$ cat src/rtl/train_sched_ctrl.sv
// train_sched_ctrl
//   Training-schedule sequencer: issues N training and M validation sample
//   requests per epoch over a req/done handshake, sums validation error per
//   epoch, tracks the best epoch error (save strobe on improvement) and stops
//   on epoch limit, early-stop patience or abort.
//   Optional build macro: TRAIN_SCHED_LR_STEP_EN (adds lr_wait / lr_step).
module train_sched_ctrl #(
  parameter int BITS     = 16,
  parameter int ERR_BITS = 16,
  parameter int ACC_BITS = 24,
  parameter int PAT_BITS = 8
) (
  input  logic                clk,
  input  logic                rst_n,
  input  logic                start,
  input  logic                abort,
  input  logic [BITS-1:0]     n_train,
  input  logic [BITS-1:0]     n_valid,
  input  logic [BITS-1:0]     n_epoch,
  input  logic [PAT_BITS-1:0] patience,
  input  logic                tr_done,
  input  logic                vl_done,
  input  logic [ERR_BITS-1:0] vl_err,
  output logic                tr_req,
  output logic                vl_req,
  output logic                save,
  output logic                busy,
  output logic                done,
  output logic [1:0]          stop_reason,
  output logic [BITS-1:0]     epoch_cnt,
  output logic [ACC_BITS-1:0] best_err
`ifdef TRAIN_SCHED_LR_STEP_EN
  ,
  input  logic [PAT_BITS-1:0] lr_wait,
  output logic [2:0]          lr_step
`endif
);

  localparam logic [2:0] S_IDLE     = 3'd0;
  localparam logic [2:0] S_TR_ISSUE = 3'd1;
  localparam logic [2:0] S_TR_WAIT  = 3'd2;
  localparam logic [2:0] S_VL_ISSUE = 3'd3;
  localparam logic [2:0] S_VL_WAIT  = 3'd4;
  localparam logic [2:0] S_EVAL     = 3'd5;
  localparam logic [2:0] S_DONE     = 3'd6;

  localparam logic [1:0] R_NONE  = 2'd0;
  localparam logic [1:0] R_EPOCH = 2'd1;
  localparam logic [1:0] R_EARLY = 2'd2;
  localparam logic [1:0] R_ABORT = 2'd3;

  logic [2:0]          state_q,   state_d;
  logic [BITS-1:0]     n_train_q, n_train_d;
  logic [BITS-1:0]     n_valid_q, n_valid_d;
  logic [BITS-1:0]     n_epoch_q, n_epoch_d;
  logic [PAT_BITS-1:0] pat_q,     pat_d;
  logic [BITS-1:0]     tr_cnt_q,  tr_cnt_d;
  logic [BITS-1:0]     vl_cnt_q,  vl_cnt_d;
  logic [BITS-1:0]     epoch_q,   epoch_d;
  logic [ACC_BITS-1:0] acc_q,     acc_d;
  logic [ACC_BITS-1:0] best_q,    best_d;
  logic [PAT_BITS-1:0] stall_q,   stall_d;
  logic [1:0]          reason_q,  reason_d;

  logic [ACC_BITS:0]   acc_sum;
  logic [ACC_BITS-1:0] acc_sat;
  logic [BITS-1:0]     tr_cnt_inc;
  logic [BITS-1:0]     vl_cnt_inc;
  logic [BITS-1:0]     epoch_inc;
  logic [PAT_BITS-1:0] stall_inc;
  logic [PAT_BITS-1:0] stall_new;
  logic                improve;

`ifdef TRAIN_SCHED_LR_STEP_EN
  logic [PAT_BITS-1:0] lr_wait_q, lr_wait_d;
  logic [2:0]          lr_step_q, lr_step_d;
  logic                lr_hit;
`endif

  // First phase of an epoch: empty sample sets are skipped entirely.
  function automatic logic [2:0] first_state(input logic [BITS-1:0] nt,
                                             input logic [BITS-1:0] nv);
    if (nt != '0)      return S_TR_ISSUE;
    else if (nv != '0) return S_VL_ISSUE;
    else               return S_EVAL;
  endfunction

  // Arithmetic shared by the FSM: saturating accumulate, counter increments.
  always_comb begin
    acc_sum    = {1'b0, acc_q} + {{(ACC_BITS + 1 - ERR_BITS){1'b0}}, vl_err};
    acc_sat    = acc_sum[ACC_BITS] ? '1 : acc_sum[ACC_BITS-1:0];
    tr_cnt_inc = tr_cnt_q + BITS'(1);
    vl_cnt_inc = vl_cnt_q + BITS'(1);
    epoch_inc  = epoch_q + BITS'(1);
    stall_inc  = (stall_q == '1) ? stall_q : stall_q + PAT_BITS'(1);
    improve    = (acc_q < best_q);
    stall_new  = improve ? '0 : stall_inc;
  end

`ifdef TRAIN_SCHED_LR_STEP_EN
  // LR step condition: new stall count is a nonzero multiple of lr_wait.
  always_comb begin
    lr_hit = 1'b0;
    if (lr_wait_q != '0 && stall_inc != '0) begin
      lr_hit = ((stall_inc % lr_wait_q) == '0);
    end
  end
`endif

  // Next-state and datapath update for the schedule FSM.
  always_comb begin
    state_d   = state_q;
    n_train_d = n_train_q;
    n_valid_d = n_valid_q;
    n_epoch_d = n_epoch_q;
    pat_d     = pat_q;
    tr_cnt_d  = tr_cnt_q;
    vl_cnt_d  = vl_cnt_q;
    epoch_d   = epoch_q;
    acc_d     = acc_q;
    best_d    = best_q;
    stall_d   = stall_q;
    reason_d  = reason_q;
`ifdef TRAIN_SCHED_LR_STEP_EN
    lr_wait_d = lr_wait_q;
    lr_step_d = lr_step_q;
`endif

    if (state_q == S_IDLE || state_q == S_DONE) begin
      if (start) begin
        n_train_d = n_train;
        n_valid_d = n_valid;
        n_epoch_d = n_epoch;
        pat_d     = patience;
        tr_cnt_d  = '0;
        vl_cnt_d  = '0;
        epoch_d   = '0;
        acc_d     = '0;
        best_d    = '1;
        stall_d   = '0;
        reason_d  = R_NONE;
`ifdef TRAIN_SCHED_LR_STEP_EN
        lr_wait_d = lr_wait;
        lr_step_d = '0;
`endif
        if (n_epoch == '0) begin
          state_d  = S_DONE;
          reason_d = R_EPOCH;
        end else begin
          state_d = first_state(n_train, n_valid);
        end
      end
    end else if (abort) begin
      // Abort beats any done strobe and the EVAL update in the same cycle.
      state_d  = S_DONE;
      reason_d = R_ABORT;
    end else begin
      case (state_q)
        S_TR_ISSUE: state_d = S_TR_WAIT;
        S_TR_WAIT: begin
          if (tr_done) begin
            tr_cnt_d = tr_cnt_inc;
            if (tr_cnt_inc == n_train_q) begin
              state_d = (n_valid_q != '0) ? S_VL_ISSUE : S_EVAL;
            end else begin
              state_d = S_TR_ISSUE;
            end
          end
        end
        S_VL_ISSUE: state_d = S_VL_WAIT;
        S_VL_WAIT: begin
          if (vl_done) begin
            vl_cnt_d = vl_cnt_inc;
            acc_d    = acc_sat;
            state_d  = (vl_cnt_inc == n_valid_q) ? S_EVAL : S_VL_ISSUE;
          end
        end
        S_EVAL: begin
          epoch_d = epoch_inc;
          stall_d = stall_new;
          if (improve) begin
            best_d = acc_q;
          end
`ifdef TRAIN_SCHED_LR_STEP_EN
          else if (lr_hit && lr_step_q != 3'd7) begin
            lr_step_d = lr_step_q + 3'd1;
          end
`endif
          if (epoch_inc == n_epoch_q) begin
            state_d  = S_DONE;
            reason_d = R_EPOCH;
          end else if (pat_q != '0 && stall_new >= pat_q) begin
            state_d  = S_DONE;
            reason_d = R_EARLY;
          end else begin
            acc_d    = '0;
            tr_cnt_d = '0;
            vl_cnt_d = '0;
            state_d  = first_state(n_train_q, n_valid_q);
          end
        end
        default: state_d = S_IDLE;
      endcase
    end
  end

  // State registers with asynchronous active-low reset.
  always_ff @(posedge clk or negedge rst_n) begin
    if (!rst_n) begin
      state_q   <= S_IDLE;
      n_train_q <= '0;
      n_valid_q <= '0;
      n_epoch_q <= '0;
      pat_q     <= '0;
      tr_cnt_q  <= '0;
      vl_cnt_q  <= '0;
      epoch_q   <= '0;
      acc_q     <= '0;
      best_q    <= '1;
      stall_q   <= '0;
      reason_q  <= R_NONE;
    end else begin
      state_q   <= state_d;
      n_train_q <= n_train_d;
      n_valid_q <= n_valid_d;
      n_epoch_q <= n_epoch_d;
      pat_q     <= pat_d;
      tr_cnt_q  <= tr_cnt_d;
      vl_cnt_q  <= vl_cnt_d;
      epoch_q   <= epoch_d;
      acc_q     <= acc_d;
      best_q    <= best_d;
      stall_q   <= stall_d;
      reason_q  <= reason_d;
    end
  end

`ifdef TRAIN_SCHED_LR_STEP_EN
  // Learning-rate step registers.
  always_ff @(posedge clk or negedge rst_n) begin
    if (!rst_n) begin
      lr_wait_q <= '0;
      lr_step_q <= '0;
    end else begin
      lr_wait_q <= lr_wait_d;
      lr_step_q <= lr_step_d;
    end
  end

  assign lr_step = lr_step_q;
`endif

  // Request/save pulses are decoded from state; abort suppresses them.
  assign tr_req      = (state_q == S_TR_ISSUE) && !abort;
  assign vl_req      = (state_q == S_VL_ISSUE) && !abort;
  assign save        = (state_q == S_EVAL) && !abort && improve;
  assign busy        = (state_q != S_IDLE) && (state_q != S_DONE);
  assign done        = (state_q == S_DONE);
  assign stop_reason = reason_q;
  assign epoch_cnt   = epoch_q;
  assign best_err    = best_q;

endmodule

$ cat config.mk
export PLATFORM = sky130hd
export DESIGN_NAME = train_sched_ctrl
export DESIGN_NICKNAME = d
export VERILOG_FILES = /design/src/rtl/train_sched_ctrl.sv
export SDC_FILE = /design/constraint.sdc
export NUM_CORES = 1
export LEC_CHECK = 0
export ABC_AREA = 1
export CAP_MARGIN = 10
export CORE_UTILIZATION = 59
export CTS_BUF_LIST = sky130_fd_sc_hd__clkbuf_8
export CTS_CLUSTER_DIAMETER = 40
export DETAILED_ROUTE_END_ITERATION = 7
export PLACE_DENSITY = 0.83
export SKIP_CTS_REPAIR_TIMING = 1
export SYNTH_ARGS = -nofsm -noshare
export SYNTH_HDL_FRONTEND = slang
export SYNTH_SLANG_ARGS = --single-unit
export TNS_END_PERCENT = 30
$ cat constraint.sdc
create_clock -name clk -period 4.16 [get_ports clk]
set_clock_uncertainty 0.1 [all_clocks]
set_input_delay 0.416 -clock clk [delete_from_list [all_inputs] [get_ports clk]]
set_output_delay 0.416 -clock clk [all_outputs]
set_load 0.01 [all_outputs]
Word-level counts from Yosys, hierarchy flattened. Cells that the tools add are included.

Register bits: 165. Output and inout bits: 47. Word-level logic and storage cells: 122.

Add/sub/neg operators: 5. Magnitude comparators: 2. Eq/ne operators: 19. Multiplexer cells: 55. Reduce and logical (&&, ||, !) cells: 29.

Operator list (count): two-way mux 24 bit (12); two-way mux 16 bit (12); case mux 16 bit (2 select lines) (2); nonzero test 16 bit (4); adder 16 x 1 -> 16 bit (second input constant) (3); equality test 16 bit (3); two-way mux 8 bit (6); case mux 24 bit (2 select lines) (1); two-way mux 3 bit (14); adder 24 x 16 -> 25 bit (1); < comparator 24 bit (1); zero test 16 bit (1); inequality test 3 bit (second input constant) (5); case mux 3 bit (5 select lines) (1); two-way mux 2 bit (6); AND reduction 6 bit (2); nonzero test 3 bit (4); equality test 3 bit (second input constant) (3); AND reduction 3 bit (3); adder 8 x 1 -> 8 bit (second input constant) (1); equality test 8 bit (second input constant) (1); greater-or-equal comparator 8 bit (1); inequality test 4 bit (second input constant) (2); nonzero test 8 bit (1); other kinds (13) (20).

Depth between registers and ports, before layout.
Depth in word-level cells: 10. Depth in mapped cells: 24. Depth with buffers taken out: 24.

Worst setup path after synthesis. OpenSTA, ideal clock, no wires.

Kind: register to register. Start point: register best_q[23] (netlist: best_err[23]). End point: register acc_q[16]. Data arrival time: 3054 ps. Setup slack: 885 ps. Cell stages (with the launch flop): 22. Buffers on the path: 1. Path through: dfstp_2 inv_1 ha_1 nand2_1 inv_1 nand3_1 nor3_1 o2111ai_1 nand2_1 inv_1 a21oi_1 ha_1 a21oi_1 o21ai_0 nand2_1 o2111ai_1 o21ai_0 nand2_2 nand2_2 nand2_4 buf_6 a22o_1.

Word-level cells in the longest chain between the ends: 6.

Ends and longest elaborated chain: start, declared (line 61) `logic [ACC_BITS-1:0] best_q, best_d;`; start signal, assigned (line 232) `best_q <= best_d;`; < comparator 24 bit (line 96) `improve = (acc_q < best_q);`; two-way mux 8 bit (line 97) `stall_new = improve ? '0 : stall_inc;`; greater-or-equal comparator 8 bit (line 192) `end else if (pat_q != '0 && stall_new >= pat_q) begin`; logical AND 1 bit (line 192); inequality test 3 bit (no line); AND reduction 6 bit (no line); end signal, assigned (line 218) `acc_q <= '0;`; end signal, assigned (line 231) `acc_q <= acc_d;`; end, declared (line 60) `logic [ACC_BITS-1:0] acc_q, acc_d;`.

Every way passes these cells. A chain may end at the register's enable or synchronous reset.

Worst setup path after layout.
Start point: register best_q[9] (netlist: best_err[9]). End point: register tr_cnt_q[14].

Word-level cells in the longest chain between the ends: 6.

Ends and longest elaborated chain: < comparator 24 bit (line 96); two-way mux 8 bit (line 97); greater-or-equal comparator 8 bit (line 192); logical AND 1 bit (line 192); inequality test 3 bit (no line); AND reduction 6 bit (no line); end signal, assigned (line 228) `tr_cnt_q <= tr_cnt_d;`; end, declared (line 57) `logic [BITS-1:0] tr_cnt_q, tr_cnt_d;`.

Every way passes these cells.

==> impl_metrics.json <==
{
  "synth_nets": 1625,
  "synth.largest_area_cell": "dfrtp_1",
  "clk_latency_ns": 0.48,
  "cp-start-kind": "flop",
  "worstPathRequired_ns": 4.45,
  "seq_area_frac_synth_pct": 38.4,
  "grt_use_met2_pct": 50.1,
  "yosysMostFrequentCell": "nand2_1",
  "layout.nets": 1747,
  "cts_tree": "done",
  "clk_pin_slew_ns": 0.09,
  "critical_path_class": "reg -> reg",
  "die_w_um": 138,
  "use_met1_pct": 40.3,
  "setup_slack_ns": 0.359,
  "peakVddDrop_uv": 435,
  "cts_htree_levels": 4,
  "route.detailed.drc": 0,
  "drive_gt1_share_pct": 6.20,
  "die_y_um": 138,
  "core_mm2": 0.0180,
  "grt_setup_unrepaired": "false",
  "ys_types": 48,
  "tns_ns": 0,
  "slew_violations": 0,
  "hp-class": "in -> async",
  "max_freq_mhz": 263,
  "ff2ff_path_depth": 22,
  "ant_nets": 0,
  "port_buffers": 124,
  "syn_area_mm2": 0.0108,
  "period_needed_ns": 3.80,
  "outcome": "finished with violations",
  "max-slew-margin-rel_pct": 30.2,
  "drt_first_pass_iters": 5,
  "die_area_mm2": 0.0189,
  "grt_max_degree": 108,
  "start_util_pct": 60.3,
  "synthTopCellsByCount": "373 x nand2_1, 193 x inv_1, 163 x nor2_1, 141 x dfrtp_1, 110 x nand3_1",
  "met3_usage_pct": 5.70,
  "p_leak_nw": 6.06,
  "holdWs_ns": -0.118,
  "tightestPinTransition_ns": 1.05,
  "worstPathArrival_ns": 4.09,
  "dp.cells": 1827,
  "wl_um": 27500,
  "end_kind": "flop",
  "ios": 125,
  "n_fill_cell": 1532,
  "cts_root_buf": "clkbuf_8",
  "yosysTopAreaCellShare_pct": 32.6,
  "num_rows": 49,
  "dp_hpwl_um": 20000,
  "drt_iter0_markers": 750,
  "routed_via_density": 5.56,
  "drv_cap": 0,
  "powerDensity_mw_per_mm2": 624,
  "synthArstFlopShare_pct": 100,
  "cts.sink_count": 165,
  "yosysWarnings": 0,
  "cts_made_buffers": 17,
  "grt_usage_pct": 30.5,
  "ff_latch_area_mm2": 0.00416,
  "syn_area_per_cell_um2": 7.25,
  "gr-max-usage-layer": "met2",
  "violations": "hold timing",
  "multiInputGateArea_mm2": 0.00579,
  "num_vias": 10300,
  "clock_path_buffers": 2,
  "ys_ff_latch": 165,
  "setup_violations": 0,
  "gp_congestion": 0.915,
  "instances_no_fill": 1859,
  "pre_cts_slack_ns": 0.274,
  "synth_area_leaders": "dfrtp_1 33%, nand2_1 13%, inv_1 6.7%, ha_1 5.9%, dfstp_2 5.8%",
  "synth_flop_cell": "dfrtp_1",
  "area_growth_pct": 17.8,
  "grt_pass1_vias": 9620,
  "synth-edff-count": 0,
  "cp_max_fo": 32,
  "period_share_pct": 91.4,
  "synth_cells": 1495,
  "wl_per_cell_um": 14.8,
  "p_total_mw": 7.96,
  "n_antenna_cell": 0,
  "finalHoldViolCount": 17,
  "grt_pass1_wl_um": 45100,
  "gr-total-overflow": 0,
  "antenna_found_initial": 0
}
==> worst max-delay path, stage by stage (launching register included) <==
cell       delay (ns)
dfstp_2          0.55
inv_1            0.04
ha_1             0.30
a21oi_1          0.16
o21ai_0          0.11
nand2_1          0.07
o211ai_1         0.14
a21oi_1          0.16
nand2_1          0.10
buf_4            0.18
nand2_1          0.09
inv_1            0.05
ha_1             0.30
a21oi_1          0.14
o21ai_0          0.09
nand2_1          0.07
o2111ai_1        0.08
o21ai_0          0.14
nand2_2          0.13
a21oi_2          0.20
buf_12           0.21
nand3_1          0.13
o21ai_1          0.17
==> per-stage QoR <==
stage	util, %	instance area [um^2]
floorplan	-	10800
global placement	68.6	12300
detailed placement	68.6	12300
CTS	70.9	12700
global route	71.1	12800
finish	71.1	12800
==> worst paths after layout <==
kind	from	endpoint	slack (ns)
max in group asynchronous	rst_n	epoch_cnt[5]	3.03
min in group clk	best_err[23]	best_err[23]	0.40
setup / recovery	best_err[9]	tr_cnt_q[14]	0.36
hold / removal	rst_n	n_valid_q[10]	-0.12
hold reg to reg	best_err[23]	best_err[23]	0.40
setup reg to reg	best_err[9]	tr_cnt_q[14]	0.36
==> layer usage <==
layer,wire [um],vias to the layer above
met4,703,0
li1,-,5140
met1,12100,4797
met3,1580,60
met5,0,-
met2,13100,332
==> where the power goes <==
group	internal [mW]	total [mW]	switching [mW]	leakage, nW
clock	0.659	1.26	0.606	0.229
sequential	2.25	2.73	0.477	2.05
combinational	1.54	3.97	2.43	3.78
total	4.45	7.96	3.51	6.06
==> layout make-up <==
type,instances,area share [%]
tap,229,2.24
multi-input combinational,1098,45.3
clock buffer,18,1.94
inverter,198,5.82
timing repair buffer,137,10.7
sequential,165,32.6
clock inverter,14,1.36
==> placed cells by master, fill, tap and decap left out, types with 6 or more instances in the layout <==
cell             instances
nand2_1                372
inv_1                  198
nor2_1                 163
dfrtp_1                141
clkdlybuf4s50_1        123
nand3_1                110
o21ai_0                 93
a21oi_1                 88
ha_1                    51
nand4_1                 35
xor2_1                  27
dfstp_2                 24
o21ai_1                 21
clkbuf_8                18
nor4_1                  14
o22ai_1                 14
nor3_1                  13
buf_4                   11
o21bai_1                 9
a22o_1                   9
nor2_2                   8
xnor2_1                  8
a21o_1                   8
or2_2                    7
nand3b_1                 6
==> kinds of logic after synthesis <==
| kind of cell | Yosys count | synth area share [%] |
|---|---|---|
| muxes | 3 | 0.312 |
| DFF | 165 | 38.4 |
| xor gates and xnor gates | 41 | 4.09 |
| buffers and inverters | 232 | 8.48 |
| and+or+nand+nor | 740 | 29.1 |
| AOI/OAI and AO/OA | 262 | 13.5 |
| adders and majority gates | 52 | 6.07 |
==> flip-flops by register name (all words and copies together) (netlist names) <==
| register | flops |
|---|---|
| epoch_cnt | 16 |
| stop_reason | 2 |
| n_train_q | 16 |
| state_q | 3 |
| n_epoch_q | 16 |
| tr_cnt_q | 16 |
| stall_q | 8 |
| acc_q | 24 |
| best_err | 24 |
| pat_q | 8 |
| vl_cnt_q | 16 |
| n_valid_q | 16 |
(Power assumes the default switching activity.)
